<file path="src/rtl/bitext_serial_if.sv">
// Handshake bundle for bitext_serial: operand request channel plus result channel.
// Optional cout signal exists only when BITEXT_SERIAL_CARRY_OUT_EN is defined.
interface bitext_serial_if #(
    parameter int unsigned A_WIDTH = 1,
    parameter int unsigned B_WIDTH = 1
) ();
    logic               in_valid;
    logic               in_ready;
    logic [A_WIDTH-1:0] a;
    logic [B_WIDTH-1:0] b;
    logic               out_valid;
    logic               out_ready;
    logic               y;
    logic               busy;
`ifdef BITEXT_SERIAL_CARRY_OUT_EN
    logic               cout;
`endif

    // Producer/consumer side of the block.
`ifdef BITEXT_SERIAL_CARRY_OUT_EN
    modport master (
        output in_valid, a, b, out_ready,
        input  in_ready, out_valid, y, busy, cout
    );
    modport slave (
        input  in_valid, a, b, out_ready,
        output in_ready, out_valid, y, busy, cout
    );
`else
    modport master (
        output in_valid, a, b, out_ready,
        input  in_ready, out_valid, y, busy
    );
    modport slave (
        input  in_valid, a, b, out_ready,
        output in_ready, out_valid, y, busy
    );
`endif
endinterface

</file>
<file path="src/rtl/bitext_serial.sv">
// Serial sign/carry extraction: extends a and b to SUM_WIDTH, adds them CHUNK bits per
// cycle through a registered carry and returns bit SUM_WIDTH-1 of the wrapped sum.
// Optional macro BITEXT_SERIAL_CARRY_OUT_EN adds cout (bit SUM_WIDTH of the full sum).
module bitext_serial #(
    parameter int unsigned A_WIDTH  = 1,
    parameter int unsigned B_WIDTH  = 1,
    parameter bit          A_SIGNED = 1'b0,
    parameter bit          B_SIGNED = 1'b0,
    parameter int unsigned CHUNK    = 8
) (
    input logic             clk,
    input logic             rst,
    bitext_serial_if.slave  bus
);

    localparam int unsigned SUM_WIDTH = (A_WIDTH > B_WIDTH) ? A_WIDTH : B_WIDTH;
    // Clamp so that an oversized CHUNK (e.g. the defaults) still elaborates as one chunk.
    localparam int unsigned CW        = (CHUNK < SUM_WIDTH) ? CHUNK : SUM_WIDTH;
    localparam int unsigned NCHUNK    = (SUM_WIDTH + CW - 1) / CW;
    localparam int unsigned CNT_W     = (NCHUNK > 1) ? $clog2(NCHUNK) : 1;
    // Position of sum bit SUM_WIDTH-1 inside the final (possibly partial) chunk.
    localparam int unsigned LAST_BIT  = SUM_WIDTH - 1 - (NCHUNK - 1) * CW;

    typedef enum logic [1:0] {StIdle, StRun, StDone} state_e;

    state_e               state_q, state_d;
    logic [SUM_WIDTH-1:0] opa_q, opa_d;
    logic [SUM_WIDTH-1:0] opb_q, opb_d;
    logic                 carry_q, carry_d;
    logic [CNT_W-1:0]     cnt_q, cnt_d;
    logic                 y_q, y_d;
`ifdef BITEXT_SERIAL_CARRY_OUT_EN
    logic                 cout_q, cout_d;
`endif

    logic [SUM_WIDTH-1:0] ext_a, ext_b;
    logic [CW:0]          chunk_sum;
    logic                 last_chunk;
    logic                 unused_chunk_bits;

    // Sign- or zero-extend both operands to the common sum width.
    always_comb begin
        ext_a = {SUM_WIDTH{A_SIGNED && bus.a[A_WIDTH-1]}};
        ext_a[A_WIDTH-1:0] = bus.a;
        ext_b = {SUM_WIDTH{B_SIGNED && bus.b[B_WIDTH-1]}};
        ext_b[B_WIDTH-1:0] = bus.b;
    end

    // One chunk of the ripple sum; bits beyond SUM_WIDTH are zero after shifting.
    always_comb begin
        chunk_sum  = {1'b0, opa_q[CW-1:0]} + {1'b0, opb_q[CW-1:0]} + (CW + 1)'(carry_q);
        last_chunk = (cnt_q == CNT_W'(NCHUNK - 1));
    end

    // Only the carry and the selected result bits are consumed.
    assign unused_chunk_bits = ^chunk_sum;

    // Next-state and datapath update.
    always_comb begin
        state_d = state_q;
        opa_d   = opa_q;
        opb_d   = opb_q;
        carry_d = carry_q;
        cnt_d   = cnt_q;
        y_d     = y_q;
`ifdef BITEXT_SERIAL_CARRY_OUT_EN
        cout_d  = cout_q;
`endif
        unique case (state_q)
            StIdle: begin
                if (bus.in_valid) begin
                    opa_d   = ext_a;
                    opb_d   = ext_b;
                    carry_d = 1'b0;
                    cnt_d   = '0;
                    state_d = StRun;
                end
            end
            StRun: begin
                carry_d = chunk_sum[CW];
                opa_d   = opa_q >> CW;
                opb_d   = opb_q >> CW;
                cnt_d   = cnt_q + CNT_W'(1);
                if (last_chunk) begin
                    y_d     = chunk_sum[LAST_BIT];
`ifdef BITEXT_SERIAL_CARRY_OUT_EN
                    cout_d  = chunk_sum[LAST_BIT+1];
`endif
                    state_d = StDone;
                end
            end
            StDone: begin
                if (bus.out_ready) begin
                    state_d = StIdle;
                end
            end
            default: state_d = StIdle;
        endcase
    end

    // State and datapath registers; reset drops any in-flight transaction.
    always_ff @(posedge clk) begin
        if (rst) begin
            state_q <= StIdle;
            opa_q   <= '0;
            opb_q   <= '0;
            carry_q <= 1'b0;
            cnt_q   <= '0;
            y_q     <= 1'b0;
`ifdef BITEXT_SERIAL_CARRY_OUT_EN
            cout_q  <= 1'b0;
`endif
        end else begin
            state_q <= state_d;
            opa_q   <= opa_d;
            opb_q   <= opb_d;
            carry_q <= carry_d;
            cnt_q   <= cnt_d;
            y_q     <= y_d;
`ifdef BITEXT_SERIAL_CARRY_OUT_EN
            cout_q  <= cout_d;
`endif
        end
    end

    // Handshake and status outputs decoded from the state register.
    always_comb begin
        bus.in_ready  = (state_q == StIdle);
        bus.out_valid = (state_q == StDone);
        bus.busy      = (state_q != StIdle);
        bus.y         = y_q;
`ifdef BITEXT_SERIAL_CARRY_OUT_EN
        bus.cout      = cout_q;
`endif
    end

endmodule

</file>
<file path="src/flat_wrapper.sv">
// flat-port wrapper written by rule: the top's interface ports become plain ports
module bitext_serial_flat 
#(
    parameter int unsigned A_WIDTH  = 1,
    parameter int unsigned B_WIDTH  = 1,
    parameter bit          A_SIGNED = 1'b0,
    parameter bit          B_SIGNED = 1'b0,
    parameter int unsigned CHUNK    = 8
)
  (clk, rst, bus_in_valid, bus_a, bus_b, bus_out_ready, bus_in_ready, bus_out_valid, bus_y, bus_busy);
  bitext_serial_if #(.A_WIDTH(A_WIDTH), .B_WIDTH(B_WIDTH)) bus_i ();
  input logic clk;
  input logic rst;
  input wire logic [$bits(bus_i.in_valid)-1:0] bus_in_valid;
  input wire logic [$bits(bus_i.a)-1:0] bus_a;
  input wire logic [$bits(bus_i.b)-1:0] bus_b;
  input wire logic [$bits(bus_i.out_ready)-1:0] bus_out_ready;
  output wire logic [$bits(bus_i.in_ready)-1:0] bus_in_ready;
  output wire logic [$bits(bus_i.out_valid)-1:0] bus_out_valid;
  output wire logic [$bits(bus_i.y)-1:0] bus_y;
  output wire logic [$bits(bus_i.busy)-1:0] bus_busy;
  assign bus_i.in_valid = bus_in_valid;
  assign bus_i.a = bus_a;
  assign bus_i.b = bus_b;
  assign bus_i.out_ready = bus_out_ready;
  assign bus_in_ready = bus_i.in_ready;
  assign bus_out_valid = bus_i.out_valid;
  assign bus_y = bus_i.y;
  assign bus_busy = bus_i.busy;
  bitext_serial #(.A_WIDTH(A_WIDTH), .B_WIDTH(B_WIDTH), .A_SIGNED(A_SIGNED), .B_SIGNED(B_SIGNED), .CHUNK(CHUNK)) u_core (.clk(clk), .rst(rst), .bus(bus_i));
endmodule
</file>
<file path="config.mk">
export PLATFORM = sky130hd
export DESIGN_NAME = bitext_serial_flat
export DESIGN_NICKNAME = d
export VERILOG_FILES = /design/src/rtl/bitext_serial_if.sv /design/src/rtl/bitext_serial.sv /design/src/flat_wrapper.sv
export SDC_FILE = /design/constraint.sdc
export NUM_CORES = 1
export LEC_CHECK = 0
export ABC_AREA = 1
export BUFFER_PORTS_ARGS = -buffer_cell sky130_fd_sc_hd__buf_2
export CORE_AREA = 2 2 39 41
export DETAILED_ROUTE_END_ITERATION = 8
export DIE_AREA = 0 0 41 43
export GPL_ROUTABILITY_DRIVEN = 0
export HOLD_SLACK_MARGIN = 0.12
export PLACE_DENSITY = 0.52
export SYNTH_ARGS = -nofsm -noshare
export SYNTH_HDL_FRONTEND = slang
export SYNTH_SLANG_ARGS = --single-unit
</file>
<file path="constraint.sdc">
create_clock -name clk -period 3.6 [get_ports clk]
set_input_delay 0.36 -clock clk [delete_from_list [all_inputs] [get_ports clk]]
set_output_delay 0.36 -clock clk [all_outputs]
set_load 0.02 [all_outputs]
</file>
* Word-level counts from Yosys, hierarchy flattened
Index checks and enable logic that the tools add are counted.
** Storage, ports and cells
- Register bits :: 7
- Bits in latches :: 0
- RAM bits :: 0
- Memory bits (read-only) :: 0
- Bits of input ports :: 6
- Output and inout port bits :: 4
- Logic and storage cells :: 32
- Memories kept :: 0
** Cells by class
- Add/sub/neg operators :: 3
- $mul :: 0
- Div/mod/pow operators :: 0
- Order comparisons :: 0
- Equal/unequal tests :: 5
- Shift operators :: 0
- Mux-type cells :: 11
- Bitwise logic cells :: 1
- Reductions and logical operators :: 6
** Operators with widths (count)
- $pmux 1 s2 :: 4
- $mux 2 :: 3
- $ne 2x2->1 const B :: 3
- $pmux 2 s3 :: 1
- $reduce_and 2->1 :: 2
- $reduce_bool 2->1 :: 2
- $mux 1 :: 3
- $reduce_and 3->1 :: 1
- $add 1x1->2 :: 1
- $add 2x1->2 :: 1
- $eq 2x1->1 const B :: 1
- $eq 2x2->1 const B :: 1
- $logic_not 2->1 :: 1
- $add 1x1->1 const B :: 1
- $not 1->1 :: 1

* Longest topological paths before layout
Gate-level depths: netlist of run 1.
- Depth in word-level cells :: 3
- Gate-level depth with buffers :: 5
- Depth with buffers taken out :: 5

* Worst setup path after synthesis of run 1
No wires, ideal clock.
- Kind :: flip-flop to output port
- From :: reg u_core.state_q[0]
- To :: out bus_busy
- Arrival time :: 802 ps
- Slack :: 2438 ps
- Cell stages (with the launch flop) :: 3
- Buffers on the path :: 0
- Path through :: dfxtp_1 nor2_2 inv_1
** On the way
- Word-level cells in the longest chain between the ends :: 1
** RTL lines
- start, declared :: RTL line bitext_serial.sv:26 : state_e state_q, state_d;
- start signal, assigned :: RTL line bitext_serial.sv:104 : state_q <= StIdle;
- start signal, assigned :: RTL line bitext_serial.sv:114 : state_q <= state_d;
- $reduce_bool 2->1 :: RTL line bitext_serial.sv:130 : bus.busy = (state_q != StIdle);
- end, declared :: RTL line flat_wrapper.sv:21 : output wire logic [$bits(bus_i.busy)-1:0] bus_busy;
Every way passes these cells.

* Worst setup path after layout of run 1
Same ends and word-level chain as after synthesis.

==> results.md, run 1 <==
* Status: completed
* Fin. Hold Viols at 0
* Post-Route WL at 650 µm
* Die span in y at 43 µm
* Pre-antenna DRT Iters at 4
* Fillers at 161
* Vias at 313
* Reg area at 140 µm²
* Max VDD drop at 136 µV
* Placed Area at 384 µm²
* Post-CTS setup buffers at 0
* Min cycle time layout at 1360 ps
* Sequential fraction of design power at 45.7%
* Vias per inst at 4.29
* Initial drt markers at 9
* P_sw at 0.0513 mW
* Clock Path Buffers at 2
* Period utilisation layout at 37.9%
* Initial antenna violation count at 0
* Worst-Margin Slew at 192 ps
* Die area at 1760 µm²
* Post-synth top area share at 43.9%
* Starting Density at 23.1%
* Max Cap Viol at 0
* Row count at 14
* Cell Chain, Critical Path: nor2_2, inv_1, buf_2
* Util after Layout at 29.7%
* Post-CTS sizing at 0
* Crit path max fanout at 5
* DRT antenna net count at 0
* Worst Reg-to-Reg Cells at 5
* Global-route wire length before repair at 1020 µm
* Finish-stage setup viols at 0
* DR WL/cell at 8.90 µm
* Kind of start point of the critical path: flop
* Worst Hold Depth at 2
* Post-detail-place hpwl at 470 µm
* GR Overflow Total at 0
* Seq/Total Area, Yosys at 43.9%
* Worst path buffer plus inverter count at 2
* CTS tree: done
* Crit path max-delay family: flip-flops
* Layout cells sized above 1 at 28.1%
* Vias in the first global route at 266
* Area growth from synthesis to layout at 28.6%
* Crit end category: output port
* Gr usage total at 9.46%
* Reg clk slew, reported paths at 50 ps
* Cell-internal power at 0.136 mW
* Worst Setup Path Type: reg -> out
* Pins Over Slew Limit at 0
* CP max stage cell: dfxtp_1
* Synthesis-stage register bit count at 7
* RSZ-0062 raised after global routing: false
* H-Tree Depth at 1
* Leakage power at 0.206 nW
* Die W at 41 µm
* PnR worst setup slack at 2240 ps
* Achievable Freq at 733 MHz
* Mean Syn Cell Area at 7.25 µm²
* Rel. slew slack at 87.2%
* Critical Path RT at 3240 ps
* Multi-input gate area at 138 µm²
* N_diodes at 0
* CTS Hold Buffers Added at 0
* Latest clock arrival within the worst-skew pair at 250 ps
* Post-route design area at 410 µm²
* Pre-CTS setup slack at 2420 ps
* CTS buffer count at 3
* Hold Worst Slack at 362 ps
* WP data arrival at 1000 ps
* Cell accounting for the most synthesized area: dfxtp_1
* Crit path depth at 3
* Largest net degree at the start of global routing at 8
* Clock network power share at 37.7%
* Slowest cell delay on critical path at 340 ps
* Mapped cell area at 319 µm²
* Setup TNS at 0 ps
* I/O pin count at 10
* Power Dens Cells at 456 nW/µm²
* DRC Markers at 0
* Buffers on Ports at 9
* Core area at 1380 µm²
* Syn_nets at 51
* Clk_skew at 5.88 ps
* # nets final at 65
* Ys Warns at 0
* Switching Fraction at 27.4%
* Unique masters post-synth at 11
* Combinational Power Share at 16.5%
* Post-Syn Instances at 44
* Top post-synthesis cells by area: dfxtp_1 (44%), inv_1 (11%), a21oi_1 (9.4%)
* Root Buffer: clkbuf_4
* CTS sink count at 7
* Worst Hold Class: in -> reg
==> power by group through the flow <==
stage	Sequential [mW]	Clock (mW)	Combinational [mW]
6_report	0.0855	0.0705	0.0309
2_1_floorplan	0.0877	0	0.0194
4_1_cts	0.0856	0.0729	0.0316
3_3_place_gp	0.0870	0	0.0310
5_1_grt	0.0860	0.0792	0.0347
3_5_place_dp	0.0871	0	0.0310
==> synthesized netlist by cell type <==
cell type,count
inv_1,9
inv_2,2
a21oi_1,6
dfxtp_1,7
nand3b_1,1
nand3_1,6
nand2_1,7
nand2_2,1
nor2_2,1
nor2_1,3
fa_1,1
==> per-stage QoR <==
step                power, mW  instances
floorplan               0.107         44
global placement        0.118         69
detailed placement      0.118         69
CTS                     0.190         73
global route            0.200         73
finish                  0.187         73
==> area by class of cell <==
class,count,share of cell area (%)
multi-input combinational,26,33.5
timing repair buffer,9,11.0
clock buffer,4,6.40
tap,16,4.88
sequential,7,34.1
inverter,11,10.1
==> routing by layer <==
layer,routed length [µm],vias to the layer above,track usage [%]
li1,-,162,-
met1,296,136,10.0
met2,292,13,12.2
met3,44,2,4.71
met4,17,0,10.0
met5,0,-,0
==> logic make-up (layout without fill, tap and decap cells) <==
logic type | after synthesis | after routing | synth area share (%)
simple gates | 19 | 19 | 27.5
buf+inv | 11 | 24 | 12.9
flops | 7 | 7 | 43.9
compound gates | 6 | 6 | 9.41
fa+ha+maj | 1 | 1 | 6.27
==> placed cells by master, fill, tap and decap left out <==
master / instances
a21oi_1: 6
clkbuf_4: 3
nand2_2: 1
nand2_1: 7
nand3b_1: 1
nor2_1: 3
inv_1: 9
clkbuf_1: 1
inv_2: 2
buf_2: 9
fa_1: 1
nor2_2: 1
nand3_1: 6
dfxtp_1: 7
==> worst paths after layout <==
check | from | to | slack [ps]
worst max-delay path | u_core.state_q[0] | bus_busy | 2240
worst max register to register | u_core.carry_q | u_core.bus.y | 2430
worst min-delay path | rst | u_core.cnt_q | 360
worst min register to register | u_core.carry_q | u_core.carry_q | 480
==> flip-flops by register name, indices dropped and copies added (netlist names) <==
signal	count
u_core.carry_q	1
u_core.opb_q	1
u_core.bus.y	1
u_core.opa_q	1
u_core.cnt_q	1
u_core.state_q	2
(Power assumes the default switching activity.)
==> inputs of run 2 (changes only) <==
==> constraint.sdc (replaced) <==
create_clock -name clk -period 1.35 [get_ports clk]
set_input_delay 0.135 -clock clk [delete_from_list [all_inputs] [get_ports clk]]
set_output_delay 0.135 -clock clk [all_outputs]
set_load 0.02 [all_outputs]
==> results.md, run 2 (synthesized netlist as in run 1, its figures left out) <==
* CTS sink count at 7 (unchanged)
* Combinational Power Share at 16.5% (about the same)
* H-Tree Depth at 1 (unchanged)
* RSZ-0062 raised after global routing: false
* Status: completed
* Core area at 1380 µm² (unchanged)
* Vias at 300 (-4.2%)
* Period utilisation layout at 88.1%
* Starting Density at 23.1% (unchanged)
* Met2 usage at 12.2% (unchanged)
* Crit path max fanout at 2 (-3)
* Largest Register: u_core.state_q
* PnR worst setup slack at 161 ps (-2070 ps)
* DR WL/cell at 8.47 µm (-4.9%)
* Finish-stage setup viols at 0 (unchanged)
* Cell Chain, Critical Path: inv_1, fa_1, inv_1, nor2_1, nor2_1
* Kind of start point of the critical path: flop
* Worst Hold Class: in -> reg
* Fin. Hold Viols at 0 (unchanged)
* Post-detail-place hpwl at 453 µm (-3.5%)
* Max Cap Viol at 0 (unchanged)
* WP data arrival at 1330 ps (+330 ps)
* Placed Area at 384 µm² (unchanged)
* Fillers at 152 (-5.6%)
* Vias per inst at 4.11 (-4.2%)
* Clock Path Buffers at 2 (unchanged)
* CTS Hold Buffers Added at 0 (unchanged)
* Clk_skew at 3.22 ps (-2.66 ps)
* Worst Setup Path Type: reg -> reg
* Pre-antenna DRT Iters at 3 (-1)
* CTS buffer count at 3 (unchanged)
* Reg-to-reg slack, setup at 160 ps (-2270 ps)
* Post-CTS setup buffers at 0 (unchanged)
* Max VDD drop at 367 µV (+170%)
* Setup TNS at 0 ps (unchanged)
* Post-route design area at 412 µm² (+0.30%)
* Root Buffer: clkbuf_4
* Worst path buffer plus inverter count at 2 (unchanged)
* Vias in the first global route at 273 (+2.6%)
* Largest net degree at the start of global routing at 8 (unchanged)
* Row count at 14 (unchanged)
* Most frequent cells in the layout: inv_1 (9), buf_2 (9), nand2_1 (7), dfxtp_1 (7)
* GR Layer Usage met3 at 6.28% (+1.6 points)
* Pins Over Slew Limit at 0 (unchanged)
* Critical Path RT at 1500 ps (-1740 ps)
* Met1 Use GR at 10.1% (+0.065 points)
* Die span in y at 43 µm (unchanged)
* CP max stage cell: fa_1
* Area growth from synthesis to layout at 29.0%
* N_diodes at 0 (unchanged)
* Tot Pwr at 0.501 mW (+170%)
* # nets final at 65 (unchanged)
* Power Dens Cells at 1220 nW/µm² (+170%)
* Post-Route WL at 618 µm (-4.9%)
* Latest clock arrival within the worst-skew pair at 250 ps (about the same)
* Pre-CTS setup slack at 166 ps (-2250 ps)
* DRC Markers at 0 (unchanged)
* Global-route wire length before repair at 1010 µm (-1.4%)
* Slowest cell delay on critical path at 520 ps (+180 ps)
* I/O pin count at 10 (unchanged)
* Achievable Freq at 841 MHz
* Switching Fraction at 28.7% (+1.2 points)
* Post-CTS sizing at 0 (unchanged)
* Crit end category: flop
* Initial drt markers at 10 (+1)
* Rel. slew slack at 87.0% (-0.16 points)
* Cell-internal power at 0.357 mW (+160%)
* Hold Worst Slack at 139 ps (-223 ps)
* Reg clk slew, reported paths at 60 ps (about the same)
* Max reg flops at 2 (unchanged)
* Initial antenna violation count at 0 (unchanged)
* Layout cells sized above 1 at 29.8% (+1.8 points)
* P_sw at 0.144 mW (+180%)
* Leakage power at 0.209 nW (+1.3%)
* Gr usage total at 9.17% (-0.28 points)
* Min cycle time layout at 1190 ps
* Layer with the highest usage: met2
* GR Overflow Total at 0 (unchanged)
* Sequential fraction of design power at 45.4% (-0.3 points)
* CTS tree: done
* Die W at 41 µm (unchanged)
* Die area at 1760 µm² (unchanged)
* Worst-Margin Slew at 195 ps (+2.45 ps)
* DRT antenna net count at 0 (unchanged)
* Crit path max-delay family: adder cells
* Clock network power share at 38.1% (+0.4 points)
* Buffers on Ports at 9 (unchanged)
==> run 2: changes by cell type in the layout (fill, tap and decap cells not counted), sizes merged <==
cell    before  now
clkbuf       4    3
clkinv       0    1
==> run 2: final timing paths <==
kind,end,start,cells past startpoint
worst max-delay path,u_core.bus.y,u_core.carry_q,5
worst min register to register,u_core.carry_q,u_core.carry_q,2
worst min-delay path,u_core.carry_q,rst,2
worst max register to register,u_core.bus.y,u_core.carry_q,5
==> run 2: through the flow <==
stage	cells	utilization, %
after global routing	73	29.7
final	73	29.7
after detailed placement	69	27.8
after global placement	69	27.8
after floorplan	44	-
after CTS	73	29.7
==> run 2: final cells by class <==
cell class | count | area, µm² | share of cell area (%)
tap | 16 | 20.0 | 4.86
timing repair buffer | 9 | 45.0 | 10.9
inverter | 11 | 41.3 | 10.0
clock inverter | 1 | 5.00 | 1.22
multi-input combinational | 26 | 138 | 33.4
clock buffer | 3 | 22.5 | 5.47
sequential | 7 | 140 | 34.0
==> run 2: power groups by stage <==
stage	Combinational, mW	Sequential, mW	Clock (mW)
2_1_floorplan	0.0517	0.234	0
3_3_place_gp	0.0830	0.232	0
3_5_place_dp	0.0823	0.232	0
4_1_cts	0.0833	0.228	0.199
5_1_grt	0.0931	0.229	0.208
6_report	0.0824	0.228	0.191
==> run 2: routing by layer <==
| layer | share of wire [%] | vias up |
|---|---|---|
| met3 | 4.0 | 2 |
| met5 | 0 | - |
| li1 | - | 161 |
| met1 | 52 | 128 |
| met4 | 2.8 | 0 |
| met2 | 41 | 9 |
==> run 2: worst register-to-register path: cells and delay by family, from the launching register on <==
| kind | cells | cell delay (ps) |
|---|---|---|
| simple gates | 2 | 140 |
| buf+inv | 2 | 100 |
| fa+ha+maj | 1 | 520 |
| flops | 1 | 320 |
